<file path="src/rtl/fifo_pkg.sv">
//------------------------------------------------------------------------------
// Module  : fifo_pkg
// Brief   : Default geometry and pointer/count width helpers for the FIFO.
// Revision: 1.0 - initial release
//------------------------------------------------------------------------------
`default_nettype none

package fifo_pkg;

  localparam int DEFAULT_DEPTH = 16;
  localparam int DEFAULT_WIDTH = 8;

  // Pointer width addresses DEPTH entries; count needs one extra bit to hold DEPTH.
  function automatic int ptr_width(input int depth);
    return (depth > 1) ? $clog2(depth) : 1;
  endfunction

  function automatic int cnt_width(input int depth);
    return ptr_width(depth) + 1;
  endfunction

  typedef logic [ptr_width(DEFAULT_DEPTH)-1:0] ptr_t;
  typedef logic [cnt_width(DEFAULT_DEPTH)-1:0] cnt_t;

endpackage : fifo_pkg

`default_nettype wire

</file>
<file path="src/rtl/fifo_mem.sv">
//------------------------------------------------------------------------------
// Module  : fifo_mem
// Brief   : DEPTH x WIDTH storage, one synchronous write port, one registered read port.
// Revision: 1.0 - initial release
//------------------------------------------------------------------------------
`default_nettype none

module fifo_mem
  import fifo_pkg::*;
#(
  parameter int DEPTH = DEFAULT_DEPTH,
  parameter int WIDTH = DEFAULT_WIDTH,
  parameter int AW    = ptr_width(DEPTH)
) (
  input  logic             clk,
  input  logic             rst,
  input  logic             i_wr_en,
  input  logic [AW-1:0]    i_wr_addr,
  input  logic [WIDTH-1:0] i_wr_data,
  input  logic             i_rd_en,
  input  logic [AW-1:0]    i_rd_addr,
  output logic [WIDTH-1:0] o_rd_data,
  output logic             o_rd_valid
);

  logic [WIDTH-1:0] r_mem [DEPTH];
  logic [WIDTH-1:0] r_rd_data;
  logic             r_rd_valid;

  // Storage is never reset or cleared; only the pointers define what is live.
  always_ff @(posedge clk) begin
    if (i_wr_en) begin
      r_mem[i_wr_addr] <= i_wr_data;
    end
  end

  always_ff @(posedge clk) begin
    if (rst) begin
      r_rd_data  <= '0;
      r_rd_valid <= 1'b0;
    end else begin
      r_rd_valid <= i_rd_en;
      if (i_rd_en) begin
        r_rd_data <= r_mem[i_rd_addr];
      end
    end
  end

  assign o_rd_data  = r_rd_data;
  assign o_rd_valid = r_rd_valid;

endmodule : fifo_mem

`default_nettype wire

</file>
<file path="src/rtl/fifo_core.sv">
//------------------------------------------------------------------------------
// Module  : fifo_core
// Brief   : Single-clock FIFO pointer engine with occupancy flags and error pulses.
// Revision: 1.0 - initial release
//------------------------------------------------------------------------------
`default_nettype none

module fifo_core
  import fifo_pkg::*;
#(
  parameter int DEPTH = DEFAULT_DEPTH,
  parameter int WIDTH = DEFAULT_WIDTH
) (
  input  logic                          clk,
  input  logic                          rst,
  input  logic                          i_wr_en,
  input  logic [WIDTH-1:0]              i_wr_data,
  input  logic                          i_rd_en,
  output logic [WIDTH-1:0]              o_rd_data,
  output logic                          o_rd_valid,
  input  logic                          i_fifo_enable,
  input  logic                          i_fifo_clear,
  input  logic [cnt_width(DEPTH)-1:0]   i_almost_full_thresh,
  output logic                          o_fifo_empty,
  output logic                          o_fifo_full,
  output logic                          o_fifo_almost_full,
  output logic [cnt_width(DEPTH)-1:0]   o_fifo_count,
  output logic                          o_fifo_overflow,
  output logic                          o_fifo_underflow
);

  localparam int AW = ptr_width(DEPTH);
  localparam int CW = cnt_width(DEPTH);
  localparam logic [CW-1:0] C_DEPTH = CW'(DEPTH);

  logic [AW-1:0] r_wptr;
  logic [AW-1:0] r_rptr;
  logic [CW-1:0] r_count;
  logic          r_overflow;
  logic          r_underflow;

  logic          w_empty;
  logic          w_full;
  logic          w_go;
  logic          w_pop_ok;
  logic          w_push_ok;
  logic          w_overflow;
  logic          w_underflow;

  assign w_empty = (r_count == '0);
  assign w_full  = (r_count == C_DEPTH);

  // Clear and disable both mask every request, so no pulses fire in those cycles.
  assign w_go        = i_fifo_enable & ~i_fifo_clear & ~rst;
  assign w_pop_ok    = w_go & i_rd_en & ~w_empty;
  assign w_push_ok   = w_go & i_wr_en & (~w_full | w_pop_ok);
  assign w_overflow  = w_go & i_wr_en & ~w_push_ok;
  assign w_underflow = w_go & i_rd_en & w_empty;

  always_ff @(posedge clk) begin
    if (rst || i_fifo_clear) begin
      r_wptr      <= '0;
      r_rptr      <= '0;
      r_count     <= '0;
      r_overflow  <= 1'b0;
      r_underflow <= 1'b0;
    end else begin
      r_overflow  <= w_overflow;
      r_underflow <= w_underflow;
      if (w_push_ok) begin
        r_wptr <= r_wptr + AW'(1);
      end
      if (w_pop_ok) begin
        r_rptr <= r_rptr + AW'(1);
      end
      case ({w_push_ok, w_pop_ok})
        2'b10:   r_count <= r_count + CW'(1);
        2'b01:   r_count <= r_count - CW'(1);
        default: r_count <= r_count;
      endcase
    end
  end

  fifo_mem #(
    .DEPTH (DEPTH),
    .WIDTH (WIDTH),
    .AW    (AW)
  ) u_mem (
    .clk        (clk),
    .rst        (rst),
    .i_wr_en    (w_push_ok),
    .i_wr_addr  (r_wptr),
    .i_wr_data  (i_wr_data),
    .i_rd_en    (w_pop_ok),
    .i_rd_addr  (r_rptr),
    .o_rd_data  (o_rd_data),
    .o_rd_valid (o_rd_valid)
  );

  assign o_fifo_empty       = w_empty;
  assign o_fifo_full        = w_full;
  assign o_fifo_almost_full = (r_count >= i_almost_full_thresh);
  assign o_fifo_count       = r_count;
  assign o_fifo_overflow    = r_overflow;
  assign o_fifo_underflow   = r_underflow;

endmodule : fifo_core

`default_nettype wire

</file>
<file path="config.mk">
export PLATFORM = sky130hd
export DESIGN_NAME = fifo_core
export DESIGN_NICKNAME = d
export VERILOG_FILES = /design/src/rtl/fifo_pkg.sv /design/src/rtl/fifo_mem.sv /design/src/rtl/fifo_core.sv
export SDC_FILE = /design/constraint.sdc
export NUM_CORES = 1
export LEC_CHECK = 0
export CAP_MARGIN = 20
export CORE_UTILIZATION = 60
export CTS_CLUSTER_SIZE = 25
export DETAILED_ROUTE_END_ITERATION = 12
export PLACE_DENSITY = 0.79
export SLEW_MARGIN = 0
export SYNTH_ARGS = -nofsm -noshare
export SYNTH_HDL_FRONTEND = slang
export SYNTH_HIERARCHICAL = 1
export SYNTH_SLANG_ARGS = --single-unit
</file>
<file path="constraint.sdc">
create_clock -name clk -period 7.8 [get_ports clk]
set_clock_uncertainty 0.2 [all_clocks]
set_input_delay 1.56 -clock clk [delete_from_list [all_inputs] [get_ports clk]]
set_output_delay 1.56 -clock clk [all_outputs]
set_load 0.005 [all_outputs]
</file>
==> out/results.tsv <==
stage	metric	value	unit
sta	Final period util	64.3	%
pwr	internal power	1.42	mW
sta	Least-Margin Pin Slew	0.944	ns
synthesis	Synth area leader	edfxtp_1	
pwr	Net Sw Frac	18.6	%
cts	CTS Root Cell	clkbuf_8	
pwr	Clk pwr share	47.7	%
synthesis	Syn Nets	454	
global_route	largest net degree at the start of global routing	57	
pwr	total power	1.75	mW
synthesis	sequential area share after synthesis	68.6	%
synthesis	Synth area leaders	edfxtp_1, mux2i_1, dfxtp_1	
floorplanning	Ports	38	
worst_hold_path	WHS Path Cells	2	
setup_path	arrival time of the worst setup path	3.26	ns
detailed_routing	Remaining DRCs	0	
detailed_routing	1st-pass router iterations	7	
global_route	vias in the first global route	3522	
global_route	All-Layer GR Usage	23.5	%
pwr	Worst VDD drop	0.128	mV
placed_design	dpl hpwl	7600	um
cts	# H-tree levels	4	
sta	Tmin final	5.02	ns
floorplanning	Rows	37	
layout	commonest non-fill, non-tap cells in the layout	edfxtp_1, mux2i_1, clkdlybuf4s50_1, nor2_1, nand3_1	
layout	commonest non-fill, non-tap cell in the layout	edfxtp_1	
run	max cap viols	0	
cts	# hold bufs at CTS	0	
sta	worst hold slack	0.264	ns
layout	Antenna Cells	0	
layout	Finished Layout Cells	618	
synthesis	Synth Flop Type	edfxtp_1	
sta	max_slew headroom	37.1	%
pwr	switching pwr	0.324	mW
cts	clock sinks	152	
setup_path	CP endpoint kind	output port	
synthesis	number of synthesized flops with an enable pin	128	
cts	Post-CTS Setup Inserts	0	
synthesis	syn avg cell area	14.9	um^2
sta	RSZ-0062 raised after global routing	no	
cts	total CTS buffers	17	
detailed_routing	vias per cell	5.94	
global_route	GRT Residual Overflow	0	
sta	post-route setup TNS	0	ns
pwr	Comb power frac	1.9	%
synthesis	async set or reset register ratio after synthesis	0	%
sta	Max Slew Vio Count	0	
setup_path	WP data required	6.04	ns
placed_design	RePlAce Congestion	0.810	
sta	Final setup violation count	0	
sta	Max Clk Rate	0.199	GHz
synthesis	synthesized instance count	424	
worst_hold_path	worst hold path type	reg2reg	
synthesis	post-synthesis cell area	6300	um^2
pwr	sequential share of power	50.4	%
synthesis	Synth cell types	42	
setup_path	critical path type	in2out	
status	outcome	complete, no violations	
synthesis	post-synthesis register bit count	152	
layout	Final Util	71.6	%
floorplanning	Initial Util	61.6	%
layout	nets	499	
floorplanning	Die W	104	um
setup_path	CP Max Fanout	1	
setup_path	Worst Setup Start Kind	input port	
pwr	LEAKAGE	2.37	nW
sta	Final Hold Vio Count	0	
setup_path	R2R depth	11	
synthesis	area share of the largest cell type after synthesis	61.0	%
cts	Worst-path clk slew	0.06	ns
synthesis	Synth Warn #	6	
detailed_routing	Routed Antenna Nets	0	
detailed_routing	initial DRC count	265	
cts	TritonCTS clock tree	done	
floorplanning	Die Area	10900	um^2
cts	cts repair resizes	0	
detailed_routing	drt total wl	12200	um
detailed_routing	average wire per standard cell	19.7	um
cts	CTS Buffer Depth	2	
pwr	P per Cell Area	239	nW/um^2
floorplanning	Die Y	104	um
layout	area grow syn2layout	16.2	%
floorplanning	Core Box Area	10200	um^2
global_route	first-pass GRT wire length	18700	um
global_route	initial antenna violation count	0	
cts	Skew-Pair Late Insertion Delay	0.52	ns
placed_design	Placed Cells	581	
placed_design	IO Port Bufs	37	
layout	layout cells sized above 1	9.34	%
detailed_routing	detailed-route via count	3673	
## synth_stat cells, drive strengths merged, types with 2 or more instances
| library cell | instances |
|---|---|
| xnor2 | 5 |
| inv | 9 |
| nor3b | 2 |
| nand3 | 28 |
| nor2b | 5 |
| nand2b | 5 |
| or3 | 2 |
| nand2 | 23 |
| ha | 10 |
| nor2 | 31 |
| edfxtp | 128 |
| nand3b | 3 |
| mux2i | 66 |
| o21ai | 4 |
| dfxtp | 24 |
| buf | 17 |
| a21oi | 15 |
| and3 | 2 |
| nor3 | 5 |
| xor2 | 4 |
| a22oi | 24 |
## power by group through the flow
stage          Sequential (mW)  Combinational [mW]  Clock, mW
3_5_place_dp             0.898              0.0324          0
6_report                 0.881              0.0327      0.833
3_3_place_gp             0.898              0.0312          0
5_1_grt                  0.881              0.0356      0.873
2_1_floorplan            0.899             0.00875          0
4_1_cts                  0.881              0.0328      0.841
## kinds of logic (layout without fill, tap and decap cells)
| kind of cell | count (synthesis) | in the layout | share of synthesized area (%) |
|---|---|---|---|
| buffers and inverters | 27 | 85 | 3.37 |
| XOR/XNOR | 9 | 9 | 1.25 |
| AO/OA/AOI/OAI | 47 | 47 | 4.98 |
| multiplexers | 66 | 66 | 10.5 |
| adder cells (fa/ha/maj) | 11 | 11 | 2.30 |
| flip-flops | 152 | 152 | 68.6 |
| AND/OR/NAND/NOR | 112 | 112 | 8.99 |
## critical path, cell delays in order
cell and delay [ns]:
clkdlybuf4s50_1 0.40, ha_1 0.28, nand2b_1 0.14, a21oi_1 0.15, nor2b_1 0.06, o21ai_0 0.14
a21oi_1 0.08, clkdlybuf4s50_1 0.44
## final cells by class
class | instances | area, um^2
clock buffers | 21 | 439
clock inverters | 11 | 171
fillers | 646 | 2910
inverters | 9 | 33.8
multi-input cells | 245 | 1770
flip-flops and latches | 152 | 4330
well taps | 136 | 170
repair buffers | 44 | 415
## routing by layer
| metal | wire length (um) | up-vias | global-route usage (%) |
|---|---|---|---|
| met1 | 4920 | 1785 | 28.6 |
| met3 | 738 | 34 | 5.33 |
| met4 | 353 | 0 | 11.8 |
| li1 | - | 1694 | - |
| met2 | 6180 | 160 | 39.5 |
| met5 | 0 | - | 0 |
## through the flow
stage | worst slack (ns) | cell area [um^2]
2_1_floorplan | 3.70 | 6300
4_1_cts | 2.77 | 7290
3_5_place_dp | 2.71 | 6680
3_3_place_gp | 2.79 | 6680
5_1_grt | 2.68 | 7320
6_report | 2.78 | 7320
## state kept, by name, summed over array words and instances, names as in the netlist
signal / cells
o_fifo_underflow: 1
r_wptr: 4
o_fifo_overflow: 1
u_mem/r_mem: 128
r_rptr: 4
o_fifo_count: 5
u_mem/o_rd_valid: 1
u_mem/o_rd_data: 8
## worst paths after layout
check	from	end	slack (ns)
worst max-delay path	i_almost_full_thresh[0]	o_fifo_almost_full	2.78
worst min-delay path	u_mem/o_rd_data[7]	u_mem/o_rd_data[7]	0.26
worst max register to register	o_fifo_count[3]	o_fifo_count[4]	4.63
worst min register to register	u_mem/o_rd_data[7]	u_mem/o_rd_data[7]	0.26
Note: power is estimated with default switching activity, not from simulation.
